`config.mk`:
```
export PLATFORM = sky130hd
export DESIGN_NAME = ctrl_uart_rx_flat
export DESIGN_NICKNAME = d
export VERILOG_FILES = /design/src/rtl/ctrl_uart_rx_if.sv /design/src/rtl/ctrl_uart_rx.sv /design/src/flat_wrapper.sv
export SDC_FILE = /design/constraint.sdc
export NUM_CORES = 1
export LEC_CHECK = 0
export ABC_CLOCK_PERIOD_IN_PS = 4400
export BUFFER_PORTS_ARGS = -buffer_cell sky130_fd_sc_hd__buf_2
export CORE_ASPECT_RATIO = 1.5
export CORE_MARGIN = 1.5
export CORE_UTILIZATION = 50
export DETAILED_ROUTE_END_ITERATION = 8
export PLACE_DENSITY = 0.66
export SETUP_SLACK_MARGIN = 0.4
export SLEW_MARGIN = 10
export SYNTH_ARGS = -nofsm -noshare
export SYNTH_HDL_FRONTEND = slang
export SYNTH_SLANG_ARGS = --single-unit
```
`constraint.sdc`:
```
create_clock -name clk -period 4.4 [get_ports clk]
set_input_delay 0.22 -clock clk [delete_from_list [all_inputs] [get_ports clk]]
set_output_delay 0.22 -clock clk [all_outputs]
set_load 0.02 [all_outputs]
```
`src/rtl/ctrl_uart_rx_if.sv`:
```
// ctrl_uart_rx_if: pin and ctrl_regs side signals of the UART receiver.
// slave = receiver, master = pin driver / register block.
interface ctrl_uart_rx_if #(
  parameter int FIFO_AW = 4
);
  logic             rxd;
  logic             rx_rd;
  logic             err_clr;
  logic [7:0]       rx_dat;
  logic             rx_empty;
  logic             rx_full;
  logic [FIFO_AW:0] rx_cnt;
  logic             rx_ovr;
  logic             rx_ferr;
  logic             rx_perr;

  modport master (
    output rxd, rx_rd, err_clr,
    input  rx_dat, rx_empty, rx_full, rx_cnt,
    input  rx_ovr, rx_ferr, rx_perr
  );

  modport slave (
    input  rxd, rx_rd, err_clr,
    output rx_dat, rx_empty, rx_full, rx_cnt,
    output rx_ovr, rx_ferr, rx_perr
  );
endinterface

```
`src/rtl/ctrl_uart_rx.sv`:
```
// ctrl_uart_rx: 16x oversampled 8N1 UART receiver with show-ahead RX FIFO.
// Define CTRL_UART_RX_PARITY_EN for 8E1 frames with even-parity checking.
module ctrl_uart_rx #(
  parameter int CLK_DIV = 27,
  parameter int FIFO_AW = 4
) (
  input logic           clk,
  input logic           rst_n,
  ctrl_uart_rx_if.slave bus
);
  localparam int DEPTH = 2**FIFO_AW;
  localparam int PW    = (CLK_DIV > 1) ? $clog2(CLK_DIV) : 1;

  localparam logic [PW-1:0]      PRE_MAX = PW'(CLK_DIV - 1);
  localparam logic [PW-1:0]      PRE_ONE = 1;
  localparam logic [FIFO_AW-1:0] PTR_ONE = 1;
  localparam logic [FIFO_AW:0]   CNT_ONE = 1;
  localparam logic [FIFO_AW:0]   CNT_MAX = (FIFO_AW+1)'(DEPTH);

  typedef enum logic [2:0] {
    S_IDLE,
    S_START,
    S_DATA,
`ifdef CTRL_UART_RX_PARITY_EN
    S_PAR,
`endif
    S_STOP,
    S_BRK
  } state_t;

  logic          r_sync1;
  logic          r_sync2;
  logic [PW-1:0] r_pre;
  state_t        r_state;
  logic [3:0]    r_tcnt;
  logic [2:0]    r_idx;
  logic [7:0]    r_shift;
  logic          r_push;
  logic          r_ferr;
  logic          w_rxd;
  logic          w_tick;
  logic          w_samp;

  assign w_rxd  = r_sync2;
  assign w_tick = (r_pre == PRE_MAX);
  assign w_samp = w_tick && (r_tcnt == 4'd7);

  always_ff @(posedge clk or negedge rst_n) begin
    if (!rst_n) begin
      r_sync1 <= 1'b1;
      r_sync2 <= 1'b1;
      r_pre   <= '0;
    end else begin
      r_sync1 <= bus.rxd;
      r_sync2 <= r_sync1;
      r_pre   <= w_tick ? '0 : r_pre + PRE_ONE;
    end
  end

`ifdef CTRL_UART_RX_PARITY_EN
  logic r_perr;
`endif

  // Sample point is the tick that moves r_tcnt from 7 to 8.
  always_ff @(posedge clk or negedge rst_n) begin
    if (!rst_n) begin
      r_state <= S_IDLE;
      r_tcnt  <= '0;
      r_idx   <= '0;
      r_shift <= '0;
      r_push  <= 1'b0;
      r_ferr  <= 1'b0;
`ifdef CTRL_UART_RX_PARITY_EN
      r_perr  <= 1'b0;
`endif
    end else begin
      r_push <= 1'b0;
      if (bus.err_clr) begin
        r_ferr <= 1'b0;
`ifdef CTRL_UART_RX_PARITY_EN
        r_perr <= 1'b0;
`endif
      end
      if (w_tick) r_tcnt <= r_tcnt + 4'd1;
      unique case (r_state)
        S_IDLE: begin
          if (!w_rxd) begin
            r_state <= S_START;
            r_tcnt  <= '0;
          end
        end
        S_START: begin
          if (w_samp) begin
            r_idx   <= '0;
            r_state <= w_rxd ? S_IDLE : S_DATA;
          end
        end
        S_DATA: begin
          if (w_samp) begin
            r_shift[r_idx] <= w_rxd;
            r_idx          <= r_idx + 3'd1;
            if (r_idx == 3'd7) begin
`ifdef CTRL_UART_RX_PARITY_EN
              r_state <= S_PAR;
`else
              r_state <= S_STOP;
`endif
            end
          end
        end
`ifdef CTRL_UART_RX_PARITY_EN
        S_PAR: begin
          if (w_samp) begin
            if (w_rxd != ^r_shift) r_perr <= 1'b1;
            r_state <= S_STOP;
          end
        end
`endif
        S_STOP: begin
          if (w_samp) begin
            if (w_rxd) begin
              r_push  <= 1'b1;
              r_state <= S_IDLE;
            end else begin
              r_ferr  <= 1'b1;
              r_state <= S_BRK;
            end
          end
        end
        S_BRK: begin
          if (w_rxd) r_state <= S_IDLE;
        end
        default: r_state <= S_IDLE;
      endcase
    end
  end

  logic [7:0]         r_mem [DEPTH];
  logic [FIFO_AW-1:0] r_wp;
  logic [FIFO_AW-1:0] r_rp;
  logic [FIFO_AW:0]   r_cnt;
  logic               r_ovr;
  logic               w_empty;
  logic               w_full;
  logic               w_pop;
  logic               w_wr;

  assign w_empty = (r_cnt == '0);
  assign w_full  = (r_cnt == CNT_MAX);
  assign w_pop   = bus.rx_rd && !w_empty;
  // A pop in the same cycle frees the slot a full FIFO needs.
  assign w_wr    = r_push && (!w_full || w_pop);

  always_ff @(posedge clk) begin
    if (w_wr) r_mem[r_wp] <= r_shift;
  end

  always_ff @(posedge clk or negedge rst_n) begin
    if (!rst_n) begin
      r_wp  <= '0;
      r_rp  <= '0;
      r_cnt <= '0;
      r_ovr <= 1'b0;
    end else begin
      if (w_wr)  r_wp <= r_wp + PTR_ONE;
      if (w_pop) r_rp <= r_rp + PTR_ONE;
      if (w_wr && !w_pop)      r_cnt <= r_cnt + CNT_ONE;
      else if (!w_wr && w_pop) r_cnt <= r_cnt - CNT_ONE;
      if (bus.err_clr) r_ovr <= 1'b0;
      if (r_push && !w_wr) r_ovr <= 1'b1;
    end
  end

  assign bus.rx_dat   = w_empty ? 8'h00 : r_mem[r_rp];
  assign bus.rx_empty = w_empty;
  assign bus.rx_full  = w_full;
  assign bus.rx_cnt   = r_cnt;
  assign bus.rx_ovr   = r_ovr;
  assign bus.rx_ferr  = r_ferr;
`ifdef CTRL_UART_RX_PARITY_EN
  assign bus.rx_perr  = r_perr;
`else
  assign bus.rx_perr  = 1'b0;
`endif
endmodule

```
`src/flat_wrapper.sv`:
```
// flat-port wrapper written by rule: the top's interface ports become plain ports
module ctrl_uart_rx_flat 
#(
  parameter int CLK_DIV = 27,
  parameter int FIFO_AW = 4
)
  (clk, rst_n, bus_rxd, bus_rx_rd, bus_err_clr, bus_rx_dat, bus_rx_empty, bus_rx_full, bus_rx_cnt, bus_rx_ovr, bus_rx_ferr, bus_rx_perr);
  ctrl_uart_rx_if #(.FIFO_AW(FIFO_AW)) bus_i ();
  input logic clk;
  input logic rst_n;
  input wire logic [$bits(bus_i.rxd)-1:0] bus_rxd;
  input wire logic [$bits(bus_i.rx_rd)-1:0] bus_rx_rd;
  input wire logic [$bits(bus_i.err_clr)-1:0] bus_err_clr;
  output wire logic [$bits(bus_i.rx_dat)-1:0] bus_rx_dat;
  output wire logic [$bits(bus_i.rx_empty)-1:0] bus_rx_empty;
  output wire logic [$bits(bus_i.rx_full)-1:0] bus_rx_full;
  output wire logic [$bits(bus_i.rx_cnt)-1:0] bus_rx_cnt;
  output wire logic [$bits(bus_i.rx_ovr)-1:0] bus_rx_ovr;
  output wire logic [$bits(bus_i.rx_ferr)-1:0] bus_rx_ferr;
  output wire logic [$bits(bus_i.rx_perr)-1:0] bus_rx_perr;
  assign bus_i.rxd = bus_rxd;
  assign bus_i.rx_rd = bus_rx_rd;
  assign bus_i.err_clr = bus_err_clr;
  assign bus_rx_dat = bus_i.rx_dat;
  assign bus_rx_empty = bus_i.rx_empty;
  assign bus_rx_full = bus_i.rx_full;
  assign bus_rx_cnt = bus_i.rx_cnt;
  assign bus_rx_ovr = bus_i.rx_ovr;
  assign bus_rx_ferr = bus_i.rx_ferr;
  assign bus_rx_perr = bus_i.rx_perr;
  ctrl_uart_rx #(.CLK_DIV(CLK_DIV), .FIFO_AW(FIFO_AW)) u_core (.clk(clk), .rst_n(rst_n), .bus(bus_i));
endmodule
```
==> flow_summary.toml, run 1 <==
[timing]
drv_slew = 0
worstMarginPinSlew_ps = 1160
rsz0062_at_grt = "no"
hold_violations = 0
finalClockSkew_ps = 12.0
post-route-period-util_pct = 73.1
finalSetupViolCount = 0
slew_headroom_pct = 22.7
hold_ws_ps = 164
final.setup.tns_ps = 0
max_freq_ghz = 0.311
min_period_ps = 3220

[worst_setup_path]
critical_path.cell_chain = "or3_1 > o31ai_4 > inv_2 > ha_1 > inv_1 > ha_1 > a21o_1 > a2111oi_0 > o31ai_1"
arrival_ps = 3500
crit_fanout = 11
end_kind = "register"
r2r-end = "u_core.bus.rx_cnt[4]$_DFFE_PN0P_"
cpMaxStageDelayCell = "or3_1"
r2r_setup_slack_ps = 1180
worstSetupPathType = "register to register"
r2r_start = "u_core.bus.rx_cnt[1]$_DFFE_PN0P_"
critical_path.max_stage_delay_ps = 510
reg2reg_depth = 9
worst_ep_required_time_ps = 4680
critPathMostFrequentCell = "ha_1"
worst_setup_path_start_kind = "register"

[synthesis]
synth_seq_cells = 169
synth_async_sr_flop_share_pct = 24.3
yosysTopAreaCell = "edfxtp_1"
synth_common_cells = "edfxtp_1, dfrtp_1, mux4_2"
yosys.cell_count.top_type = "edfxtp_1"
yosysWarnings = 0
synth_nets = 442
synth_top_area_share_pct = 53.7
synthFlopType = "edfxtp_1"
netlist_area_sq_um = 7150
synth_area_per_cell_sq_um = 16.9
synth_cell_types = 53
synth_edf_count = 128
synth_cells = 422
seq_area_frac_synth_pct = 68.1
synth_area_leaders = "edfxtp_1, dfrtp_1, mux4_2"

[route]
vias_per_cell = 5.65
wl_per_cell_microns = 19.8
vias = 3688
firstDrtPassIters = 4
drt_first_iter_violations = 236
antenna_left = 0
drc_errors = 0
drt_wl_total_microns = 12900

[worst_hold_path]
holdPathEnd = "u_core.r_rp[2]$_DFFE_PN0P_"
hp-class = "primary input to register"
hold_depth = 3
hp-start = "bus_rx_rd"

[floorplanning]
core_area_sq_um = 14000
std_cell_rows = 53
dieArea_sq_um = 15000
fp.dieH_microns = 149
io_pins = 23
start_util_pct = 51.1
fp.dieW_microns = 101

[power]
p_leak_uw = 0.00314
power_density_nw_per_um2 = 389
peakVddDrop_uv = 277

[final_layout]
finalNetCount = 468
layout-drive-gt1-share_pct = 24.1
diodes = 0
area_growth_pct = 12.4

[job]
maxCapViolations = 0

[cts]
insertion_delay_ps = 420
cts_tree = "yes"
cts-resized-gates = 0
htree_levels = 4
cts_root_buf = "clkbuf_16"
numCtsBuffers = 17
cts.sinks = 169
clk_pin_slew_worst_paths_ps = 60
clock_path_buffers = 2

[placement]
portBuffers = 21
dp_hpwl_microns = 8580
place_congestion = 0.752

[global_routing]
gr-total-overflow = 0
grt_pass1_vias = 3902
grt_max_degree = 42
grt_antenna_before_repair = 0
globalRouteTotalUtil_pct = 19.2
grt_pass1_wl_microns = 21000

[outcome]
status = "complete, no violations"
[how the worst max path moves through the flow]
stage / startpoint / end / slack [ps] / cells past startpoint
floorplan: u_core.bus.rx_cnt[1]$_DFFE_PN0P_ / u_core.bus.rx_cnt[4]$_DFFE_PN0P_ / 1440 / 11
global placement: u_core.bus.rx_cnt[1]$_DFFE_PN0P_ / u_core.bus.rx_cnt[4]$_DFFE_PN0P_ / 1350 / 9
detailed placement: u_core.bus.rx_cnt[1]$_DFFE_PN0P_ / u_core.bus.rx_cnt[4]$_DFFE_PN0P_ / 1250 / 9
CTS: u_core.bus.rx_cnt[1]$_DFFE_PN0P_ / u_core.bus.rx_cnt[4]$_DFFE_PN0P_ / 1230 / 9
global route: u_core.bus.rx_cnt[1]$_DFFE_PN0P_ / u_core.bus.rx_cnt[4]$_DFFE_PN0P_ / 950 / 9
finish: u_core.bus.rx_cnt[1]$_DFFE_PN0P_ / u_core.bus.rx_cnt[4]$_DFFE_PN0P_ / 1180 / 9
[power by group]
part	switching [uW]	leakage [uW]	internal [uW]
combinational	9.78	0.000843	3.25
sequential	1.53	0.00202	1700
clock	659	0.000283	757
[layout make-up]
class                           count  area, sq um
Clock buffer                       17          425
Multi-Input combinational cell    217         2110
Timing Repair Buffer               33          203
Clock inverter                     15          149
Inverter                           10         37.5
Sequential cell                   169         4870
Tap cell                          192          240
Fill cell                        1080         5960
[stage by stage]
stage / std cells / power, uW / setup WS (ps) / cell area (sq um) / utilization (%)
floorplan: 422 / 1740 / 1440 / 7150 / -
global placement: 618 / 1750 / 1350 / 7430 / 53.1
detailed placement: 618 / 1750 / 1250 / 7430 / 53.1
CTS: 653 / 3150 / 1230 / 8040 / 57.4
global route: 653 / 3220 / 951 / 8040 / 57.4
finish: 653 / 3130 / 1180 / 8040 / 57.4
[what timing repair did]
action,CTS,global route
endpoints found under the setup margin,0,0
endpoints found under the hold margin,41,0
buffers inserted,0,0
hold buffers,3,0
[state kept, by name (all words and copies together) (netlist names), 3 cells and up]
name and count:
u_core.r_wp 4, u_core.r_pre 5, u_core.r_mem 128, u_core.r_tcnt 4, u_core.r_shift 8, u_core.bus.rx_cnt 5, u_core.r_state 3, u_core.r_idx 3
u_core.r_rp 4
[critical path, delay by kind of cell, from the launching register on]
kind / cells / cell delay (ps)
AO/OA/AOI/OAI: 4 / 1200
flip-flops: 1 / 430
buffers and inverters: 2 / 370
adder cells (fa/ha/maj): 2 / 580
AND/OR/NAND/NOR: 1 / 510
[cells by family (layout without fill, tap and decap cells)]
family	after synthesis	after routing	synth area share, %
flip-flops	169	169	68.1
AND/OR/NAND/NOR	88	88	7.17
buffers and inverters	36	75	2.59
AO/OA/AOI/OAI	49	49	4.90
adder cells (fa/ha/maj)	15	15	2.73
other	1	1	0.0524
multiplexers	50	50	12.7
XOR/XNOR	14	14	1.71
[cells in the final DEF (no fill, tap or decap), drive strengths merged, types with 6 or more instances in the layout]
cell type,Yosys,layout
nand3,7,7
nand2,13,13
inv,10,19
a211oi,17,17
buf,18,30
and4,6,6
dfrtp,39,39
o21ai,11,11
nor2b,9,9
mux4,32,32
edfxtp,128,128
mux2i,11,11
nor3,9,9
ha,14,14
nor2,16,16
clkbuf,8,17
mux2,7,7
xnor2,9,9
[per-layer routing]
layer  part of all wire, %  global-route usage [%]  vias up
met2                    53                    32.9       72
met4                   2.1                    7.25        0
li1                      -                       -     1712
met1                    41                    24.0     1890
met5                     0                       0        -
met3                   3.1                    3.74       14
Note: power is estimated with default switching activity, not from simulation.
==> run 2: changes to the inputs <==
Settings changed: ABC_CLOCK_PERIOD_IN_PS 4400 to 2610, PLACE_DENSITY 0.66 to 0.69.
Clock period 4.4 ns to 2.61 ns, I/O delays scaled along.
==> flow_summary.toml, run 2 (synthesis results as in run 1) <==
[route]
wl_per_cell_microns = 20.5
vias_per_cell = 5.67
antenna_left = 0
drt_wl_total_microns = 14000
vias = 3879
drc_errors = 0
firstDrtPassIters = 4
drt_first_iter_violations = 237

[worst_setup_path]
r2r_start = "u_core.bus.rx_cnt[2]$_DFFE_PN0P_"
worst_setup_path_start_kind = "register"
end_kind = "register"
reg2reg_depth = 9
r2r_setup_slack_ps = 230
worstSetupPathType = "register to register"
crit_fanout = 5
worst_ep_required_time_ps = 2910
arrival_ps = 2680
r2r-end = "u_core.bus.rx_cnt[4]$_DFFE_PN0P_"

[global_routing]
grt_max_degree = 42
grt_antenna_before_repair = 0
gr-total-overflow = 0
grt_pass1_vias = 3945
grt_pass1_wl_microns = 21900
globalRouteTotalUtil_pct = 20.0

[worst_hold_path]
hold_depth = 3
hp-class = "primary input to register"
hp-start = "bus_rx_rd"
holdPathEnd = "u_core.r_rp[2]$_DFFE_PN0P_"

[cts]
insertion_delay_ps = 420
cts_tree = "yes"
cts.sinks = 169
clock_path_buffers = 2
clk_pin_slew_worst_paths_ps = 70
cts_root_buf = "clkbuf_16"
htree_levels = 4
numCtsBuffers = 17

[timing]
rsz0062_at_grt = "yes"
worstMarginPinSlew_ps = 967
post-route-period-util_pct = 91.3
drv_slew = 0
min_period_ps = 2380
hold_violations = 0
slew_headroom_pct = 35.5
setup_ws_ps = 227
finalSetupViolCount = 0
finalClockSkew_ps = 11.9
max_freq_ghz = 0.420

[final_layout]
area_growth_pct = 21.5
diodes = 0
finalNetCount = 499
final_area_sq_um = 8690
final_cell_mix = "edfxtp_1, dfrtp_1, buf_4, mux4_2"
fin_cells = 684
final_common_cell = "edfxtp_1"
largest_reg_flops = 128
reg_top3 = "u_core.r_mem (128), u_core.r_shift (8)"
fillCellCount = 1008
layout-drive-gt1-share_pct = 36.6
regMostFlops = "u_core.r_mem"

[floorplanning]
dieArea_sq_um = 15000
fp.dieW_microns = 101
start_util_pct = 51.1
core_area_sq_um = 14000
io_pins = 23
std_cell_rows = 53
fp.dieH_microns = 149

[power]
peakVddDrop_uv = 466
netSwitchingPower_uw = 1110
pwr-share-comb_pct = 0.4
p_leak_uw = 0.00336
p_int_uw = 4220
pwr-share-seq_pct = 53.7
p_clk_share_pct = 45.8
netSwitchingFraction_pct = 20.8
power_density_nw_per_um2 = 614

[placement]
dp_hpwl_microns = 8810
numPlacedInstances = 632
dpl-instance-area_sq_um = 7600
pre_cts_ws_ps = 14.0
portBuffers = 21
place_congestion = 0.774

[outcome]
status = "complete, no violations"

[job]
maxCapViolations = 0
[run 2: cell count changes in the layout (fill, tap and decap cells not counted), moves of 5 or more]
cell      change
mux2i_1       -5
a211oi_2     +10
a211oi_1     -11
nor2b_4       +7
nor2b_1       -8
buf_4        +24
[run 2: cell type report]
class	instances	area [sq um]	share of cell area (%)
tap	192	240	2.77
clock inverter	14	156	1.80
inverter	10	42.5	0.490
sequential	169	4880	56.1
multi-input combinational	217	2390	27.5
clock buffer	18	429	4.94
timing repair buffer	64	551	6.34
[run 2: worst max path at each step]
stage,from,endpoint,slack [ps],depth (start not counted)
after floorplan,u_core.bus.rx_cnt[2]$_DFFE_PN0P_,u_core.bus.rx_cnt[4]$_DFFE_PN0P_,-70,12
final,u_core.bus.rx_cnt[2]$_DFFE_PN0P_,u_core.bus.rx_cnt[4]$_DFFE_PN0P_,230,9
after global placement,u_core.bus.rx_cnt[2]$_DFFE_PN0P_,u_core.bus.rx_cnt[4]$_DFFE_PN0P_,120,9
after global routing,u_core.bus.rx_cnt[2]$_DFFE_PN0P_,u_core.bus.rx_cnt[4]$_DFFE_PN0P_,110,9
after detailed placement,u_core.bus.rx_cnt[2]$_DFFE_PN0P_,u_core.bus.rx_cnt[4]$_DFFE_PN0P_,10,9
after CTS,u_core.r_rp[1]$_DFFE_PN0P_,bus_rx_dat[2],220,6
[run 2: what timing repair did]
action | 4_1_cts | 5_1_grt
endpoints found under the setup margin | 19 | 19
cloned | 1 | 1
hold buffers | 3 | 0
pin swaps | 13 | 18
endpoints found under the hold margin | 42 | 0
buffers inserted | 6 | 9
resized for setup | 32 | 27
[run 2: metrics by stage]
| step | util [%] | TNS (ps) | power (uW) | hold WS [ps] |
|---|---|---|---|---|
| final | 62.1 | 0 | 5330 | 88.3 |
| after global placement | 54.3 | 0 | 2940 | 237 |
| after global routing | 62.1 | 0 | 5490 | 102 |
| after floorplan | - | -110 | 2930 | -165 |
| after detailed placement | 54.3 | 0 | 2940 | 239 |
| after CTS | 60.2 | 0 | 5370 | 75.0 |
[run 2: per-layer routing]
layer / GRT usage [%] / vias to the layer above / share of wire, %
li1: - / 1779 / -
met1: 25.2 / 1966 / 39
met2: 34.6 / 114 / 54
met3: 4.30 / 20 / 4.8
met4: 6.27 / 0 / 2.1
met5: 0 / - / 0
[run 2: power by group through the flow]
stage               clock (uW)  sequential (uW)  combinational, uW
finish                    2440             2870               22.8
global route              2600             2860               26.5
CTS                       2480             2870               24.1
detailed placement           0             2920               20.3
global placement             0             2920               19.7
floorplan                    0             2920               5.48
[run 2: critical path, stage by stage, from the launching register on]
cell	delay, ps
dfrtp_2	400
or3_4	430
o21ai_4	190
ha_4	180
inv_6	50
fa_2	360
a21o_4	230
a21oi_2	130
mux2i_1	190
o31ai_1	80
==> run 3: changes to the inputs <==
Settings changed: SETUP_SLACK_MARGIN 0.4 to not set.
==> flow_summary.toml, run 3 (synthesis results as in run 1) <==
[worst_setup_path]
critical_path.max_stage_delay_ps = 450
reg2reg_depth = 9
critical_path.cell_chain = "or3_4 > o31ai_4 > inv_2 > ha_4 > inv_4 > ha_4 > a21o_1 > a2111oi_2 > o31ai_1"
r2r-end = "u_core.bus.rx_cnt[4]$_DFFE_PN0P_"
cpMaxStageDelayCell = "or3_4"
endpoint = "u_core.bus.rx_cnt[4]$_DFFE_PN0P_"
end_kind = "register"
r2r_setup_slack_ps = 110
worst_ep_required_time_ps = 2920
crit_fanout = 6
critPathMostFrequentCell = "ha_4"
worstSetupPathType = "register to register"
cp-startpoint = "u_core.bus.rx_cnt[1]$_DFFE_PN0P_"
worst_setup_path_start_kind = "register"
arrival_ps = 2810
r2r_start = "u_core.bus.rx_cnt[1]$_DFFE_PN0P_"

[final_layout]
layout-drive-gt1-share_pct = 28.5
area_growth_pct = 14.9
reg_top3 = "u_core.r_mem (128), u_core.r_shift (8)"
regMostFlops = "u_core.r_mem"
final_common_cell = "edfxtp_1"
diodes = 0
finalNetCount = 477
final_cell_mix = "edfxtp_1, dfrtp_1, mux4_2, buf_2, clkbuf_16"
multiInputGateArea_sq_um = 2180
utilization_pct = 58.7
fillCellCount = 1027
regArea_sq_um = 4880
largest_reg_flops = 128
fin_cells = 662

[global_routing]
use_met3_pct = 4.16
grt_busiest_layer = "met2"
grt_pass1_vias = 3942
met2_usage_pct = 32.4
globalRouteTotalUtil_pct = 19.3
grt_antenna_before_repair = 0
grt_max_degree = 42
gr-total-overflow = 0
grt_pass1_wl_microns = 21200
met1_usage_pct = 24.3

[route]
firstDrtPassIters = 5
drt_first_iter_violations = 282
wl_per_cell_microns = 19.8
vias_per_cell = 5.60
drt_wl_total_microns = 13100
vias = 3708
antenna_left = 0
drc_errors = 0

[cts]
clk_pin_slew_worst_paths_ps = 70
cts.sinks = 169
clock_path_buffers = 2
cts_setup_buffers = 0
cts_root_buf = "clkbuf_16"
htree_levels = 4
numCtsBuffers = 17
cts_tree = "yes"
insertion_delay_ps = 430

[timing]
max_freq_ghz = 0.399
drv_slew = 0
hold_violations = 0
post-route-period-util_pct = 95.9
rsz0062_at_grt = "yes"
final.setup.tns_ps = 0
worstMarginPinSlew_ps = 1100
slew_headroom_pct = 26.8
min_period_ps = 2500
finalSetupViolCount = 0
finalClockSkew_ps = 10.0

[power]
netSwitchingPower_uw = 1150
pwr-share-comb_pct = 0.4
power.total_uw = 5300
p_leak_uw = 0.00320
pwr-share-seq_pct = 54.0
peakVddDrop_uv = 478
p_clk_share_pct = 45.5
power_density_nw_per_um2 = 645
p_int_uw = 4150
netSwitchingFraction_pct = 21.7

[floorplanning]
dieArea_sq_um = 15000
fp.dieW_microns = 101
fp.dieH_microns = 149
start_util_pct = 51.1
std_cell_rows = 53
core_area_sq_um = 14000
io_pins = 23

[placement]
place_congestion = 0.794
portBuffers = 21
numPlacedInstances = 626
dp_hpwl_microns = 8380

[outcome]
status = "complete, no violations"

[job]
maxCapViolations = 0

[worst_hold_path]
hp-class = "primary input to register"
[run 3: cell types whose count changed in the layout (fill, tap and decap cells not counted), moves of 4 or more]
cell      before  now
a211oi_2      10    5
a211oi_1       6   12
buf_4         33   16
nor2b_1        1    9
nor2b_4        7    0
mux2i_4        4    0
buf_6          4    0
mux2i_1        6   11
[run 3: power groups by stage]
stage	Combinational (uW)	Clock, uW	Sequential [uW]
floorplan	5.48	0	2920
global placement	19.8	0	2920
detailed placement	20.4	0	2920
CTS	23.8	2450	2860
global route	26.7	2570	2860
finish	22.8	2420	2860
[run 3: worst max-delay path, delay by kind of cell (launching register included)]
family	cells	cell delay [ps]
simple gates	1	450
buf+inv	2	170
flops	1	440
compound gates	4	920
fa+ha+maj	2	400
[run 3: worst min path at each step]
stage	start	endpoint	slack, ps	cells past startpoint
finish	bus_rx_rd	u_core.r_rp[2]$_DFFE_PN0P_	80	3
global route	bus_rx_rd	u_core.r_rp[2]$_DFFE_PN0P_	80	3
CTS	bus_rx_rd	u_core.r_rp[2]$_DFFE_PN0P_	60	3
detailed placement	bus_rxd	u_core.r_sync1$_DFF_PN1_	240	1
global placement	bus_rxd	u_core.r_sync1$_DFF_PN1_	240	1
floorplan	rst_n	u_core.bus.rx_cnt[0]$_DFFE_PN0P_	-170	0
[run 3: area by class of cell]
class | count | area share, %
clock buffers | 18 | 5.22
clock inverters | 14 | 1.86
repair buffers | 42 | 3.65
well taps | 192 | 2.92
flip-flops and latches | 169 | 59.3
multi-input cells | 217 | 26.5
inverters | 10 | 0.487
[run 3: repair_timing]
item | in CTS | in global routing
setup endpoints to repair | 3 | 8
hold endpoints to repair | 42 | 0
resized for setup | 2 | 8
hold buffers | 3 | 0
pin swaps | 0 | 2
gates cloned | 0 | 1
[run 3: per-layer routing]
metal | part of all wire (%) | wire [microns]
met1 | 41 | 5410
met2 | 53 | 6870
met3 | 3.9 | 507
met4 | 2.2 | 294
met5 | 0 | 0
[run 3: through the flow]
stage | cell area [sq um] | hold slack (ps) | setup WS, ps
final | 8220 | 78.7 | 107
after global routing | 8220 | 82.2 | -28.5
after CTS | 8160 | 56.5 | 7.66
after detailed placement | 7540 | 237 | -20.6
after global placement | 7540 | 240 | 74.9
after floorplan | 7200 | -165 | -72.9
